<file path="src/rtl/ram_sdp_sched_pkg.sv">
// Shared types and the round-robin search used by both arbiters of ram_sdp_sched.
// Tag indices are IDX_MAX_W bits wide, so NUM_REQ may not exceed MAX_REQ.
package ram_sdp_sched_pkg;

    localparam int unsigned IDX_MAX_W = 4;
    localparam int unsigned MAX_REQ   = 16;

    typedef struct packed {
        logic                 valid;
        logic [IDX_MAX_W-1:0] idx;
    } tag_t;

    typedef struct packed {
        logic                 found;
        logic [IDX_MAX_W-1:0] idx;
    } pick_t;

    function automatic pick_t rr_pick(input logic [MAX_REQ-1:0]   req,
                                      input logic [IDX_MAX_W-1:0] ptr,
                                      input int unsigned          n);
        pick_t       res;
        int unsigned raw;
        int unsigned cand;
        res = '0;
        for (int unsigned i = 0; i < MAX_REQ; i++) begin
            raw  = 32'(ptr) + i;
            cand = (raw >= n) ? (raw - n) : raw;
            if ((i < n) && !res.found && req[cand[IDX_MAX_W-1:0]]) begin
                res.found = 1'b1;
                res.idx   = cand[IDX_MAX_W-1:0];
            end
        end
        return res;
    endfunction

endpackage

</file>
<file path="src/rtl/ram_sdp_sched_if.sv">
// Requester-side bus of ram_sdp_sched: write/read request channels and read responses.
interface ram_sdp_sched_if #(
    parameter int NUM_REQ  = 4,
    parameter int AW       = 6,
    parameter int DW       = 32,
    parameter int BYTE_NUM = 4
);
    logic [NUM_REQ-1:0]          wr_valid_i;
    logic [NUM_REQ-1:0]          wr_ready_o;
    logic [NUM_REQ*AW-1:0]       wr_addr_i;
    logic [NUM_REQ*DW-1:0]       wr_data_i;
    logic [NUM_REQ*BYTE_NUM-1:0] wr_be_i;
    logic [NUM_REQ-1:0]          rd_valid_i;
    logic [NUM_REQ-1:0]          rd_ready_o;
    logic [NUM_REQ*AW-1:0]       rd_addr_i;
    logic [NUM_REQ-1:0]          rsp_valid_o;
    logic [DW-1:0]               rsp_data_o;

    modport master (
        output wr_valid_i, wr_addr_i, wr_data_i, wr_be_i, rd_valid_i, rd_addr_i,
        input  wr_ready_o, rd_ready_o, rsp_valid_o, rsp_data_o
    );

    modport slave (
        input  wr_valid_i, wr_addr_i, wr_data_i, wr_be_i, rd_valid_i, rd_addr_i,
        output wr_ready_o, rd_ready_o, rsp_valid_o, rsp_data_o
    );
endinterface

</file>
<file path="src/rtl/ram_sdp_sched_rr_arbiter.sv">
// Round-robin arbiter: combinational one-hot grant from the pointer, pointer moves
// past the winner only when a grant is actually issued (en_i high).
module rr_arbiter
    import ram_sdp_sched_pkg::*;
#(
    parameter int N = 4,
    localparam int IW = $clog2(N)
) (
    input  logic          clk_i,
    input  logic          rst_i,
    input  logic [N-1:0]  req_i,
    input  logic          en_i,
    output logic [N-1:0]  gnt_o,
    output logic [IW-1:0] idx_o,
    output logic          valid_o
);
    logic [IW-1:0]        ptr_q;
    logic [IW-1:0]        ptr_d;
    logic [MAX_REQ-1:0]   req_ext_s;
    pick_t                pick_s;
    logic [IW-1:0]        pick_idx_s;
    logic                 valid_s;

    // Search from the pointer and derive grant plus next pointer.
    always_comb begin
        req_ext_s          = '0;
        req_ext_s[N-1:0]   = req_i;
        pick_s             = rr_pick(req_ext_s, IDX_MAX_W'(ptr_q), 32'(N));
        pick_idx_s         = pick_s.idx[IW-1:0];
        valid_s            = en_i & pick_s.found;
        gnt_o              = '0;
        ptr_d              = ptr_q;
        if (valid_s) begin
            gnt_o[pick_idx_s] = 1'b1;
            ptr_d = (pick_idx_s == IW'(N - 1)) ? IW'(0) : (pick_idx_s + IW'(1));
        end else begin
            ptr_d = ptr_q;
        end
        idx_o   = pick_idx_s;
        valid_o = valid_s;
    end

    // Pointer register.
    always_ff @(posedge clk_i) begin
        if (rst_i) begin
            ptr_q <= '0;
        end else begin
            ptr_q <= ptr_d;
        end
    end
endmodule

</file>
<file path="src/rtl/ram_sdp_sched.sv">
// Scheduler for one simple-dual-port RAM: round-robin writes on port A, reads on
// port B, and a tag pipeline returning read data to the requester that issued it.
module ram_sdp_sched
    import ram_sdp_sched_pkg::*;
#(
    parameter int NUM_REQ     = 4,
    parameter int MEM_DEPTH   = 64,
    parameter int BYTE_WIDTH  = 8,
    parameter int BYTE_NUM    = 4,
    parameter int RAM_LATENCY = 1,
    parameter int NO_CHANGE   = 1,
    localparam int AW = $clog2(MEM_DEPTH),
    localparam int DW = BYTE_WIDTH * BYTE_NUM,
    localparam int IW = $clog2(NUM_REQ)
) (
    input  logic                clk_i,
    input  logic                rst_i,
    ram_sdp_sched_if.slave      bus,
    output logic                a_en_o,
    output logic [BYTE_NUM-1:0] a_wr_en_o,
    output logic [AW-1:0]       a_addr_o,
    output logic [DW-1:0]       a_data_o,
    output logic                b_en_o,
    output logic [AW-1:0]       b_addr_o,
    input  logic [DW-1:0]       b_data_i
);
    logic          wr_en_s;
    logic          rd_en_s;
    logic          wr_gnt_s;
    logic          rd_gnt_s;
    logic [IW-1:0] wr_idx_s;
    logic [IW-1:0] rd_idx_s;
    logic          phase_q;
    logic          phase_d;
    tag_t          tag_q [RAM_LATENCY];
    tag_t          tag_d [RAM_LATENCY];
    tag_t          last_s;

    // In no_change mode a contended cycle goes to the side chosen by phase, which then flips.
    always_comb begin
        wr_en_s = !rst_i;
        rd_en_s = !rst_i;
        phase_d = phase_q;
        if ((NO_CHANGE != 0) && (|bus.wr_valid_i) && (|bus.rd_valid_i)) begin
            wr_en_s = !rst_i && !phase_q;
            rd_en_s = !rst_i && phase_q;
            phase_d = !phase_q;
        end else begin
            phase_d = phase_q;
        end
    end

    rr_arbiter #(.N(NUM_REQ)) u_wr_arb (
        .clk_i   (clk_i),
        .rst_i   (rst_i),
        .req_i   (bus.wr_valid_i),
        .en_i    (wr_en_s),
        .gnt_o   (bus.wr_ready_o),
        .idx_o   (wr_idx_s),
        .valid_o (wr_gnt_s)
    );

    rr_arbiter #(.N(NUM_REQ)) u_rd_arb (
        .clk_i   (clk_i),
        .rst_i   (rst_i),
        .req_i   (bus.rd_valid_i),
        .en_i    (rd_en_s),
        .gnt_o   (bus.rd_ready_o),
        .idx_o   (rd_idx_s),
        .valid_o (rd_gnt_s)
    );

    // Steer the granted requester onto each RAM port; idle ports drive zero.
    always_comb begin
        a_en_o = wr_gnt_s;
        b_en_o = rd_gnt_s;
        if (wr_gnt_s) begin
            a_wr_en_o = bus.wr_be_i[wr_idx_s*BYTE_NUM +: BYTE_NUM];
            a_addr_o  = bus.wr_addr_i[wr_idx_s*AW +: AW];
            a_data_o  = bus.wr_data_i[wr_idx_s*DW +: DW];
        end else begin
            a_wr_en_o = '0;
            a_addr_o  = '0;
            a_data_o  = '0;
        end
        if (rd_gnt_s) begin
            b_addr_o = bus.rd_addr_i[rd_idx_s*AW +: AW];
        end else begin
            b_addr_o = '0;
        end
    end

    // Tag shift and response decode; the last stage lines up with b_data_i.
    always_comb begin
        tag_d[0].valid = rd_gnt_s;
        tag_d[0].idx   = IDX_MAX_W'(rd_idx_s);
        for (int i = 1; i < RAM_LATENCY; i++) begin
            tag_d[i] = tag_q[i-1];
        end
        last_s          = tag_q[RAM_LATENCY-1];
        bus.rsp_valid_o = '0;
        if (last_s.valid && !rst_i) begin
            bus.rsp_valid_o[last_s.idx[IW-1:0]] = 1'b1;
        end else begin
            bus.rsp_valid_o = '0;
        end
        bus.rsp_data_o = rst_i ? '0 : b_data_i;
    end

    // Phase and tag registers; reset drops every read in flight.
    always_ff @(posedge clk_i) begin
        if (rst_i) begin
            phase_q <= 1'b0;
            for (int i = 0; i < RAM_LATENCY; i++) begin
                tag_q[i] <= '0;
            end
        end else begin
            phase_q <= phase_d;
            for (int i = 0; i < RAM_LATENCY; i++) begin
                tag_q[i] <= tag_d[i];
            end
        end
    end
endmodule

</file>
<file path="src/flat_wrapper.sv">
// flat-port wrapper written by rule: the top's interface ports become plain ports
module ram_sdp_sched_flat import ram_sdp_sched_pkg::*;
#(
    parameter int NUM_REQ     = 4,
    parameter int MEM_DEPTH   = 64,
    parameter int BYTE_WIDTH  = 8,
    parameter int BYTE_NUM    = 4,
    parameter int RAM_LATENCY = 1,
    parameter int NO_CHANGE   = 1,
    localparam int AW = $clog2(MEM_DEPTH),
    localparam int DW = BYTE_WIDTH * BYTE_NUM,
    localparam int IW = $clog2(NUM_REQ)
)
  (clk_i, rst_i, a_en_o, a_wr_en_o, a_addr_o, a_data_o, b_en_o, b_addr_o, b_data_i, bus_wr_valid_i, bus_wr_addr_i, bus_wr_data_i, bus_wr_be_i, bus_rd_valid_i, bus_rd_addr_i, bus_wr_ready_o, bus_rd_ready_o, bus_rsp_valid_o, bus_rsp_data_o);
  ram_sdp_sched_if #(.NUM_REQ(NUM_REQ), .BYTE_NUM(BYTE_NUM)) bus_i ();
  input  logic clk_i;
  input  logic rst_i;
  output logic a_en_o;
  output logic [BYTE_NUM-1:0] a_wr_en_o;
  output logic [AW-1:0] a_addr_o;
  output logic [DW-1:0] a_data_o;
  output logic b_en_o;
  output logic [AW-1:0] b_addr_o;
  input  logic [DW-1:0] b_data_i;
  input wire logic [$bits(bus_i.wr_valid_i)-1:0] bus_wr_valid_i;
  input wire logic [$bits(bus_i.wr_addr_i)-1:0] bus_wr_addr_i;
  input wire logic [$bits(bus_i.wr_data_i)-1:0] bus_wr_data_i;
  input wire logic [$bits(bus_i.wr_be_i)-1:0] bus_wr_be_i;
  input wire logic [$bits(bus_i.rd_valid_i)-1:0] bus_rd_valid_i;
  input wire logic [$bits(bus_i.rd_addr_i)-1:0] bus_rd_addr_i;
  output wire logic [$bits(bus_i.wr_ready_o)-1:0] bus_wr_ready_o;
  output wire logic [$bits(bus_i.rd_ready_o)-1:0] bus_rd_ready_o;
  output wire logic [$bits(bus_i.rsp_valid_o)-1:0] bus_rsp_valid_o;
  output wire logic [$bits(bus_i.rsp_data_o)-1:0] bus_rsp_data_o;
  assign bus_i.wr_valid_i = bus_wr_valid_i;
  assign bus_i.wr_addr_i = bus_wr_addr_i;
  assign bus_i.wr_data_i = bus_wr_data_i;
  assign bus_i.wr_be_i = bus_wr_be_i;
  assign bus_i.rd_valid_i = bus_rd_valid_i;
  assign bus_i.rd_addr_i = bus_rd_addr_i;
  assign bus_wr_ready_o = bus_i.wr_ready_o;
  assign bus_rd_ready_o = bus_i.rd_ready_o;
  assign bus_rsp_valid_o = bus_i.rsp_valid_o;
  assign bus_rsp_data_o = bus_i.rsp_data_o;
  ram_sdp_sched #(.NUM_REQ(NUM_REQ), .MEM_DEPTH(MEM_DEPTH), .BYTE_WIDTH(BYTE_WIDTH), .BYTE_NUM(BYTE_NUM), .RAM_LATENCY(RAM_LATENCY), .NO_CHANGE(NO_CHANGE)) u_core (.clk_i(clk_i), .rst_i(rst_i), .bus(bus_i), .a_en_o(a_en_o), .a_wr_en_o(a_wr_en_o), .a_addr_o(a_addr_o), .a_data_o(a_data_o), .b_en_o(b_en_o), .b_addr_o(b_addr_o), .b_data_i(b_data_i));
endmodule
</file>
<file path="config.mk">
export PLATFORM = sky130hd
export DESIGN_NAME = ram_sdp_sched_flat
export DESIGN_NICKNAME = d
export VERILOG_FILES = /design/src/rtl/ram_sdp_sched_pkg.sv /design/src/rtl/ram_sdp_sched_if.sv /design/src/rtl/ram_sdp_sched_rr_arbiter.sv /design/src/rtl/ram_sdp_sched.sv /design/src/flat_wrapper.sv
export SDC_FILE = /design/constraint.sdc
export NUM_CORES = 1
export LEC_CHECK = 0
export ABC_CLOCK_PERIOD_IN_PS = 8300
export CAP_MARGIN = 10
export CORE_MARGIN = 8
export CORE_UTILIZATION = 45
export DETAILED_ROUTE_END_ITERATION = 7
export PLACE_DENSITY = 0.95
export SLEW_MARGIN = 15
export SYNTH_ARGS = -nofsm -noshare
export SYNTH_HDL_FRONTEND = slang
export SYNTH_SLANG_ARGS = --single-unit
</file>
<file path="constraint.sdc">
create_clock -name clk_i -period 8.3 [get_ports clk_i]
set_clock_uncertainty 0.2 [all_clocks]
set_input_delay 1.66 -clock clk_i [delete_from_list [all_inputs] [get_ports clk_i]]
set_output_delay 1.66 -clock clk_i [all_outputs]
set_load 0.01 [all_outputs]
</file>
==> impl_summary.txt <==
----------------------------------------------------
[Run status]
  Outcome ... finished clean

[CTS]
  # hold bufs at CTS ... 0
  Resize count post-CTS ... 0
  CTS Buffer Depth ... 2
  CTS H-Tree Depth ... 1
  CTS Buf Count ... 3
  Clock transition at path regs ... 0.04 ns
  CTS tree ... yes
  Root Driver ... sky130_fd_sc_hd__clkbuf_16
  Sinks on Clock Net ... 8
  Skew-Pair Late Insertion Delay ... 0.24 ns
  Setup bufs post-CTS ... 0

[Worst setup path]
  CP required ... 6.44 ns
  Critical Path AT ... 5.34 ns
  Startpoint-to-endpoint class of the critical path ... input pin to primary output
  Critical path startpoint category ... input pin
  Category of the worst setup path capture point ... primary output
  CP max FO ... 44

[Floorplan]
  Die width ... 135 um
  Standard-cell rows ... 43
  Area of the core ... 13900 sq um
  Die Area ... 18300 sq um
  Total I/O pin count ... 328
  Die Y ... 135 um
  Initial core utilization ... 46.1%

[Min path]
  Worst min-delay path class ... register to register

[Global routing]
  Largest net degree at the start of global routing ... 88
  Gr usage total ... 29.9%
  Number of global-route vias before repair ... 8338
  Antenna violations before repair ... 0
  Congestion Overflow GR ... 0
  First-pass GRT wire length ... 45200 um

[Route]
  Count of routing violations after the opening detailed-route iteration ... 1315
  Vias per std cell ... 6.53
  Residual DRC ... 0
  Post-DR wirelength/cell ... 21.9 um
  Total via count after detailed routing ... 8880
  Sum of routed wire length over all layers ... 29800 um
  Number of nets still failing antenna checks after routing ... 0
  First-pass detailed-route iteration total ... 6

[Layout]
  Final instance count without filler cells ... 1359
  Fraction of final layout cells sized beyond drive strength 1 ... 7.56%
  Number of nets at the end of the flow ... 1428
  Area growth from synthesis to layout ... 51.4%
  # fillers ... 1122

[Synthesis]
  Synth area leader ... sky130_fd_sc_hd__nand2_1
  Portion of the post-synthesis area used by sequential elements ... 2.49%
  Synth warnings ... 0
  Cells after Synth ... 947
  Portion of synthesized cell area occupied by the leading cell type ... 10.6%
  Dominant cells by area after synthesis ... sky130_fd_sc_hd__nand2_1 (11%), sky130_fd_sc_hd__nor3_1 (6.8%), sky130_fd_sc_hd__a311o_1 (6.5%)
  Fraction of registers with async set or reset after synthesis ... 0%
  Number of synthesized register bits ... 8
  Mapped Nets ... 1197
  Distinct cell type count after synthesis ... 62
  Synthesized area ... 6420 sq um
  Post-synth top flop ... sky130_fd_sc_hd__dfxtp_1
  Post-Synthesis Mean Instance Area ... 6.78 sq um
  Number of flops mapped to enable cells by yosys ... 0

[STA]
  Headroom to the max-slew limit ... 28.6%
  Total count of max-transition violations in the final report ... 0
  Transition time at the pin with the least slew margin ... 1.07 ns
  Smallest setup slack after layout ... 1.10 ns
  Final setup violating endpoints ... 0
  Final hold vios ... 0
  Final Cycle Share ... 86.7%
  Accumulated negative setup slack ... 0 ns
  Shortest period the worst path allows ... 7.20 ns
  Achievable frequency ... 139 MHz
  Hold Worst Slack ... 0.412 ns
  RSZ-0062 raised after global routing ... no

[Job]
  Max-cap violations ... 0

[Placed design]
  Final weighted congestion in routability-driven placement ... 0.943
  HPWL Detailed ... 22000 um
  Post-place setup slack ... 1.17 ns
  Input/output buffers ... 327
  Post-placement cell count ... 1353

[Power and ir drop]
  Total power ... 3.05 mW
  Maximum resistive drop on vdd ... 0.180 mV
  Power per standard cell area ... 313 nW/um^2
  Leakage power ... 3.84 nW

----------------------------------------------------
[worst max-delay path, cell delays in order]
cell and delay (ns):
sky130_fd_sc_hd__clkdlybuf4s50_1 0.60, sky130_fd_sc_hd__mux4_2 0.61, sky130_fd_sc_hd__buf_4 0.32, sky130_fd_sc_hd__a31oi_4 0.57, sky130_fd_sc_hd__buf_12 0.28, sky130_fd_sc_hd__buf_4 0.19, sky130_fd_sc_hd__a21o_1 0.12, sky130_fd_sc_hd__a21oi_1 0.05
sky130_fd_sc_hd__o32ai_1 0.30, sky130_fd_sc_hd__clkdlybuf4s50_1 0.62
[power breakdown]
part	internal (mW)	switching (mW)	total [mW]	leakage, nW
registers	0.0537	0.0581	0.112	0.0668
logic	1.21	1.64	2.85	3.74
clock network	0.0641	0.0205	0.0846	0.0382
[sequential cells by signal (all words and copies together), names as in the netlist]
register and flops:
u_core.tag_q 3, u_core.u_wr_arb.ptr_q 2, u_core.phase_q 1, u_core.u_rd_arb.ptr_q 2
[Yosys cell counts (12+ instances only)]
master,count
sky130_fd_sc_hd__mux2i_1,19
sky130_fd_sc_hd__a21o_1,42
sky130_fd_sc_hd__o32ai_2,20
sky130_fd_sc_hd__nand2_1,181
sky130_fd_sc_hd__nor3_1,87
sky130_fd_sc_hd__ha_1,16
sky130_fd_sc_hd__nor2b_1,36
sky130_fd_sc_hd__and2_1,52
sky130_fd_sc_hd__a21oi_1,43
sky130_fd_sc_hd__a221oi_1,42
sky130_fd_sc_hd__a311o_1,42
sky130_fd_sc_hd__o211ai_1,43
sky130_fd_sc_hd__o32ai_1,22
sky130_fd_sc_hd__a2bb2oi_1,13
sky130_fd_sc_hd__clkbuf_1,99
sky130_fd_sc_hd__a21boi_0,12
sky130_fd_sc_hd__o211a_1,42
[area by class of cell]
cell class / count / area, sq um / area share (%)
Antenna cell: 2 / 5.00 / 0.0515
Multi-Input combinational cell: 801 / 5700 / 58.7
Tap cell: 180 / 225 / 2.32
Timing Repair Buffer: 356 / 3520 / 36.2
Clock buffer: 4 / 78.8 / 0.811
Inverter: 8 / 30.0 / 0.309
Sequential cell: 8 / 164 / 1.69
[logic make-up after synthesis]
logic type | Yosys count | share of synthesized area, %
multiplexers | 31 | 6.12
adder cells (fa/ha/maj) | 16 | 3.12
AND/OR/NAND/NOR | 397 | 30.0
XOR/XNOR | 1 | 0.136
buffers and inverters | 138 | 9.72
flip-flops | 8 | 2.49
AO/OA/AOI/OAI | 356 | 48.4
[cell usage in the layout, fill, tap and decap left out, types with 42 or more instances in the layout]
cell type,Yosys,routed
sky130_fd_sc_hd__a311o_1,42,42
sky130_fd_sc_hd__a21oi_1,43,43
sky130_fd_sc_hd__nor3_1,87,87
sky130_fd_sc_hd__nand2_1,181,181
sky130_fd_sc_hd__clkdlybuf4s50_1,0,327
sky130_fd_sc_hd__a21o_1,42,42
sky130_fd_sc_hd__and2_1,52,53
sky130_fd_sc_hd__a221oi_1,42,42
sky130_fd_sc_hd__o211ai_1,43,43
sky130_fd_sc_hd__o211a_1,42,42
[per-stage QoR]
step | area, sq um | utilization [%]
after floorplan | 6420 | -
after global placement | 9640 | 69.1
after detailed placement | 9640 | 69.1
after CTS | 9710 | 69.7
after global routing | 9710 | 69.7
final | 9720 | 69.7
[per-layer routing]
metal	GRT usage (%)	part of all wire [%]	vias to the layer above	routed length, um
met5	0	0	-	0
met4	13.8	4.8	0	1420
met3	6.53	9.8	102	2920
met2	51.8	49	579	14500
met1	34.4	37	4109	11000
li1	-	-	4090	-
[worst paths after layout]
check                                start                       end  slack (ns)  depth (start not counted)
hold / removal              u_core.phase_q            u_core.phase_q        0.41                          2
setup / recovery         bus_wr_valid_i[2]              a_wr_en_o[1]        1.10                         10
setup reg to reg  u_core.u_wr_arb.ptr_q[1]  u_core.u_wr_arb.ptr_q[1]        4.52                         10
hold reg to reg             u_core.phase_q            u_core.phase_q        0.41                          2
No activity file was read; power rests on OpenSTA's default activity.
